$ cat src/rtl/fetch_unit.sv
// Instruction-fetch stage: owns the PC, captures the combinational imem word into
// an IF/ID register with a valid/ready handshake, and traps illegal fetch targets.
module fetch_unit #(
  parameter logic [31:0] RESET_PC   = 32'h0000_0000,
  parameter int          IMEM_BYTES = 256
) (
  input  logic        clk,
  input  logic        reset,
  output logic [31:0] pc,
  input  logic [31:0] instruction,
  input  logic        redirect_valid,
  input  logic [31:0] redirect_pc,
  output logic        id_valid,
  input  logic        id_ready,
  output logic [31:0] id_instruction,
  output logic [31:0] id_pc,
  output logic [31:0] id_pc_plus4,
  output logic        fault,
  output logic [31:0] fault_pc
);

  typedef enum logic [1:0] {
    S_BOOT,
    S_RUN,
    S_FAULT
  } state_t;

  localparam logic [31:0] LAST_PC = 32'(IMEM_BYTES - 4);

  state_t      state, state_next;
  logic [31:0] pc_next;
  logic        id_valid_next;
  logic [31:0] id_instruction_next;
  logic [31:0] id_pc_next;
  logic [31:0] id_pc_plus4_next;
  logic [31:0] fault_pc_next;
  logic        load;

  // A wrapped PC+4 lands near 0 only after passing LAST_PC, so it is trapped here first.
  function automatic logic legal(input logic [31:0] addr);
    return (addr[1:0] == 2'b00) && (addr <= LAST_PC);
  endfunction

  assign load  = !id_valid || id_ready;
  assign fault = (state == S_FAULT);

  always_comb begin
    // NOTE: every next-value gets a hold default first so no path through the case infers a latch.
    state_next          = state;
    pc_next             = pc;
    id_valid_next       = id_valid;
    id_instruction_next = id_instruction;
    id_pc_next          = id_pc;
    id_pc_plus4_next    = id_pc_plus4;
    fault_pc_next       = fault_pc;

    unique case (state)
      S_BOOT: state_next = S_RUN;

      S_RUN: begin
        if (redirect_valid) begin
          id_valid_next = 1'b0;
          if (legal(redirect_pc)) begin
            pc_next = redirect_pc;
          end else begin
            state_next    = S_FAULT;
            fault_pc_next = redirect_pc;
          end
        end else if (load) begin
          if (!legal(pc)) begin
            state_next    = S_FAULT;
            fault_pc_next = pc;
            id_valid_next = 1'b0;
          end else begin
            id_instruction_next = instruction;
            id_pc_next          = pc;
            id_pc_plus4_next    = pc + 32'd4;
            id_valid_next       = 1'b1;
            pc_next             = pc + 32'd4;
          end
        end
      end

      S_FAULT: id_valid_next = 1'b0;

      default: state_next = S_BOOT;
    endcase
  end

  // NOTE: sequential state uses non-blocking assignments so all registers update from pre-edge values.
  always_ff @(posedge clk) begin
    if (!reset) begin
      state          <= S_BOOT;
      pc             <= RESET_PC;
      id_valid       <= 1'b0;
      id_instruction <= '0;
      id_pc          <= '0;
      id_pc_plus4    <= '0;
      fault_pc       <= '0;
    end else begin
      state          <= state_next;
      pc             <= pc_next;
      id_valid       <= id_valid_next;
      id_instruction <= id_instruction_next;
      id_pc          <= id_pc_next;
      id_pc_plus4    <= id_pc_plus4_next;
      fault_pc       <= fault_pc_next;
    end
  end

endmodule

$ cat config.mk
export PLATFORM = sky130hd
export DESIGN_NAME = fetch_unit
export DESIGN_NICKNAME = d
export VERILOG_FILES = /design/src/rtl/fetch_unit.sv
export SDC_FILE = /design/constraint.sdc
export NUM_CORES = 1
export LEC_CHECK = 0
export CORE_UTILIZATION = 43
export CTS_BUF_LIST = sky130_fd_sc_hd__clkbuf_8 sky130_fd_sc_hd__clkbuf_16
export CTS_CLUSTER_SIZE = 28
export DETAILED_ROUTE_END_ITERATION = 8
export GPL_TIMING_DRIVEN = 0
export PLACE_DENSITY = 0.86
export SETUP_SLACK_MARGIN = 0.4
export SLEW_MARGIN = 10
export SYNTH_ARGS = -nofsm -noshare
export SYNTH_HDL_FRONTEND = slang
export SYNTH_SLANG_ARGS = --single-unit
$ cat constraint.sdc
create_clock -name clk -period 2.5 [get_ports clk]
set_input_delay 0.5 -clock clk [delete_from_list [all_inputs] [get_ports clk]]
set_output_delay 0.5 -clock clk [all_outputs]
set_load 0.02 [all_outputs]
==> out/qor.yml, run 1 <==
cp_slowest_cell: "clkdlybuf4s50_1"
clk_pin_slew_ps: 60
crit_end: "pc[23]"
gp_congestion: 0.7875
htreeDepth: 4
worst_slack_ps: 448.3
synth_edf_count: 0
ff2ff_path_depth: 8
clock.fmax_ghz: 0.4874
hold_path.class: "register to register"
tightestPinTransition_ps: 759.0
power_frac_clock_pct: 43.9
switching_share_pct: 24.09
powerDensity_nw_per_um2: 709.6
cp_cell_sequence: "clkdlybuf4s50_1 -> nor4_1 -> nand4_1 -> buf_6 -> a21o_1 -> buf_6 -> buf_6 -> and3_1"
coreArea_um2: 13240
grt_pass1_vias: 5450
r2r_start: "pc[8]"
r2r_slack_ps: 460
max-slew-margin-rel_pct: 49.40
grt_pass1_wl_mm: 28.32
pre_cts_ws_ps: -273.9
tritoncts: "yes"
syn_to_final_growth_pct: 56.55
comb_power_share_pct: 14.1
root_buffer: "clkbuf_16"
cap_violations: 0
grt_use_met1_pct: 32.09
synthesis.area_um2: 5852
start_util_pct: 44.19
top_usage_layer: "met2"
drive_gt1_share_pct: 9.518
dr.pass1.iters: 5
antenna_found_initial: 0
fin_hold_ws_ps: 450.8
syn-num-nets: 677
leakagePower_nw: 3.752
peakVddDrop_mv: 0.5193
worst-path-max-fanout: 10
cpMostUsedCell: "buf_6"
nets: 929
rsz0062_at_grt: "false"
postRouteAntennaNets: 0
port_buffers: 228
critPathBufInv: 4
period_needed_ps: 2052
synth_top_cells_by_area: "dfxtp_1, and3_1, mux2i_1, nand2_1, a211oi_1"
yosys-top-cells-count: "dfxtp_1, nand2_1, and3_1"
die_h_um: 118.7
hold_viol: 0
arrival_ps: 2360
synth_warnings: 0
wl_per_cell_um: 17.33
required_ps: 2810
cp_top_family: "buffers and inverters"
critical_path_depth: 8
io_pins: 230
status: "finished clean"
drt-initial-drc-count: 331
grtUsageMet2_pct: 40.97
rows: 42
die-area_um2: 14080
internal_power_mw: 4.935
dp_hpwl_mm: 12.63
grt_usage_pct: 25.43
yosysTopAreaCellShare_pct: 55.08
routed_via_density: 5.365
numCtsBuffers: 17
clock_skew_ps: 7.701
setup-violations-final: 0
ys_ff_latch: 161
clk_path_buf_depth: 2
slew_violations: 0
async_flop_share_pct: 0
timing.setup.tns_ps: 0
cp_slowest_stage_delay_ps: 420
switching_power_mw: 1.566
r2r-end: "pc[23]"
synth_cells: 608
ys.flop_type: "dfxtp_1"
die_w_um: 118.7
clkSinkCount: 161
path_class: "input port to register"
grt_max_degree: 17
cp-startpoint: "redirect_pc[14]"
start_kind: "input port"
avgSynthCellArea_um2: 9.625
drc: 0
finalWirelength_mm: 18.16
num_vias: 5622
yosys.area.top_type: "dfxtp_1"
critPathCaptureType: "register"
grt_overflow: 0
yosysSeqAreaShare_pct: 55.08
insertion_delay_ps: 420
p_seq_share_pct: 42.1
grtUsageMet3_pct: 7.336
finalCritPeriodShare_pct: 82.07
yosys.cell_types.count: 40
ctsHoldBuffers: 0
insertedDiodeCount: 0
synth_most_common_cell: "dfxtp_1"
## registers in the layout, summed over array words and instances (netlist names)
signal / flops
fault_pc: 32
id_instruction: 32
id_pc: 32
id_pc_plus4: 30
id_valid: 1
pc: 32
state: 2
## cell type report
class	instances	area (um^2)
inverters	6	22.52
repair buffers	233	2307
plain buffers	60	309.0
clock inverters	14	222.7
fillers	1007	4081
multi-input cells	381	2430
flip-flops and latches	161	3224
well taps	176	220.2
clock buffers	17	425.4
## placed cells by master (no fill, tap or decap), types with 8 or more instances in the layout
cell,n
clkbuf_16,17
inv_1,8
clkbuf_1,30
a21oi_1,44
a31oi_1,28
clkdlybuf4s50_1,211
nor2_1,11
dlygate4sd2_1,12
clkbuf_2,9
nand2_1,86
a211oi_1,32
buf_4,11
dfxtp_1,160
and3_1,75
mux2i_1,34
buf_2,9
## cell families (layout without fill, tap and decap cells)
family / after synthesis / count (layout) / synth area share [%]
simple gates: 208 / 208 / 18.20
fa+ha+maj: 1 / 1 / 0.2138
buf+inv: 66 / 330 / 5.067
mux: 38 / 38 / 6.778
xor+xnor: 5 / 5 / 0.7485
compound gates: 129 / 129 / 13.92
flops: 161 / 161 / 55.08
## worst min path at each step
stage	cells past startpoint	slack [ps]	start	end
2_1_floorplan	1	420	state[1]	state[0]
3_3_place_gp	1	430	state[1]	state[0]
3_5_place_dp	1	440	state[1]	state[0]
4_1_cts	1	450	state[1]	state[0]
5_1_grt	2	470	id_instruction[4]	id_instruction[4]
6_report	1	450	state[1]	state[0]
## stage by stage
step / area [um^2] / power [mW] / instances / utilization [%]
after floorplan: 5852 / 3.241 / 608 / -
final: 9161 / 6.501 / 1048 / 69.18
after CTS: 9066 / 6.502 / 1048 / 68.46
after global routing: 9161 / 6.712 / 1048 / 69.18
after global placement: 8354 / 3.658 / 1012 / 63.09
after detailed placement: 8354 / 3.673 / 1012 / 63.09
## power by group through the flow
| stage | logic (mW) | clock network (mW) | registers, mW |
|---|---|---|---|
| detailed placement | 0.885 | 0 | 2.79 |
| finish | 0.915 | 2.85 | 2.73 |
| global placement | 0.875 | 0 | 2.78 |
| floorplan | 0.348 | 0 | 2.89 |
| CTS | 0.890 | 2.88 | 2.73 |
| global route | 0.978 | 2.99 | 2.75 |
## per-layer routing
metal	wire length, um	share of wire (%)
met5	0	0
met4	385	2.1
met3	1436	7.9
met2	8455	47
met1	7883	43
## repair_timing
| action | in CTS | in global routing |
|---|---|---|
| buffers inserted | 4 | 0 |
| setup endpoints to repair | 92 | 96 |
| pin swaps | 4 | 8 |
| gates resized for setup | 26 | 43 |
| cloned | 1 | 0 |
(Power assumes the default switching activity.)
==> run 2: changes to the inputs <==
Clock period 2.5 ns to 2.02 ns, I/O delays scaled along.
==> out/qor.yml, run 2 (synthesis results as in run 1) <==
slew_violations: 0
timing.setup.tns_ps: -2396
p_seq_share_pct: 40.0
ctsHoldBuffers: 0
power_frac_clock_pct: 36.8
violations: "setup timing"
period_needed_ps: 2140
path_class: "register to register"
root_buffer: "clkbuf_16"
fillers: 488
max-slew-margin-rel_pct: 34.33
grt_pass1_vias: 6126
die_h_um: 118.7
wl_per_cell_um: 26.93
cp_slowest_cell: "nor4_1"
finalWirelength_mm: 29.62
fin_hold_ws_ps: 362.1
tritoncts: "yes"
htreeDepth: 4
die_w_um: 118.7
drive_gt1_share_pct: 45.29
instances_no_fill: 1100
grt_max_degree: 17
rsz0062_at_grt: "true"
io_pins: 230
ff2ff_path_depth: 8
dr.pass1.iters: 5
finalCritPeriodShare_pct: 105.9
start_kind: "register"
drt-initial-drc-count: 538
nets: 979
cp_slowest_stage_delay_ps: 410
dp_hpwl_mm: 12.67
routed_via_density: 6.095
dp.cells: 1012
switching_power_mw: 2.690
insertion_delay_ps: 450
syn_to_final_growth_pct: 104.4
powerDensity_nw_per_um2: 718.5
internal_power_mw: 5.907
die-area_um2: 14080
arrival_ps: 2480
numCtsBuffers: 17
final_cell_mix: "dfxtp_1, dlymetal6s2s_1, and3_4"
peakVddDrop_mv: 0.7038
cp_top_family: "simple AND/OR/NAND/NOR gates"
coreArea_um2: 13240
num_vias: 6705
min_delay_path_depth: 3
status: "finished, violations left"
critPathCaptureType: "register"
gp_congestion: 0.8025
cp_cell_sequence: "nor4_1 -> and3_4 -> nand2_4 -> and3_4 -> buf_8 -> buf_12 -> buf_12 -> a211oi_4"
start_util_pct: 44.19
critPathBufInv: 3
postRouteAntennaNets: 0
critical_path_depth: 8
tightestPinTransition_ps: 985.1
worst-path-max-fanout: 5
grt_usage_pct: 31.68
power_mw: 8.597
grt_pass1_wl_mm: 34.23
cap_violations: 0
antenna_found_initial: 1
clk_pin_slew_ps: 70
setup-violations-final: 54
required_ps: 2360
rows: 42
drc: 0
clock_skew_ps: 25.95
clkSinkCount: 161
hold_path.class: "input port to register"
worst_slack_ps: -119.9
hold_viol: 0
clock.fmax_ghz: 0.4673
leakagePower_nw: 7.013
fin_util_pct: 90.34
clk_path_buf_depth: 2
comb_power_share_pct: 23.2
switching_share_pct: 31.29
port_buffers: 228
mostFrequentLayoutCell: "dfxtp_1"
grt_overflow: 0
==> run 2: cell type report <==
type,instances,area (um^2),area share (%)
Clock inverter,14,123.9,1.035
Sequential cell,161,3249,27.16
Inverter,6,22.52,0.1882
Timing Repair Buffer,283,3344,27.95
Antenna cell,1,2.502,0.02092
Clock buffer,18,439.2,3.671
Multi-Input combinational cell,381,3877,32.41
Tap cell,176,220.2,1.841
Buffer,60,684.4,5.721
==> run 2: tightest hold or removal path: stages <==
cell	delay, ps
buf_6	110
mux2i_1	150
a211oi_2	90
==> run 2: power by group through the flow <==
stage | sequential, mW | combinational (mW) | clock (mW)
6_report | 3.44 | 1.99 | 3.17
5_1_grt | 3.44 | 2.04 | 3.30
4_1_cts | 3.41 | 1.61 | 3.07
3_5_place_dp | 3.45 | 1.16 | 0
3_3_place_gp | 3.45 | 1.15 | 0
2_1_floorplan | 3.58 | 0.493 | 0
==> run 2: layer usage <==
metal	global-route usage, %	part of all wire [%]
met1	37.85	35
met2	51.43	51
met3	9.604	8.1
met4	15.98	6.3
met5	0	0
==> run 2: path summary, 6_finish.rpt <==
kind	startpoint	to	slack (ps)
max	pc[24]	fault_pc[26]	-120
min	redirect_pc[19]	fault_pc[19]	360
max reg2reg	pc[24]	fault_pc[26]	-120
min reg2reg	id_instruction[15]	id_instruction[15]	480
==> run 2: metrics by stage <==
step | setup WS [ps] | instance area (um^2)
floorplan | 228.7 | 6025
global placement | -622.5 | 8527
detailed placement | -668.1 | 8527
CTS | 114.1 | 10500
global route | -101.8 | 11960
finish | -119.9 | 11960
==> run 2: what timing repair did <==
| item | 4_1_cts | 5_1_grt |
|---|---|---|
| gates resized for setup | 315 | 415 |
| gates cloned | 15 | 6 |
| buffers inserted | 25 | 9 |
| endpoints found under the setup margin | 322 | 313 |
| pin swaps | 53 | 100 |
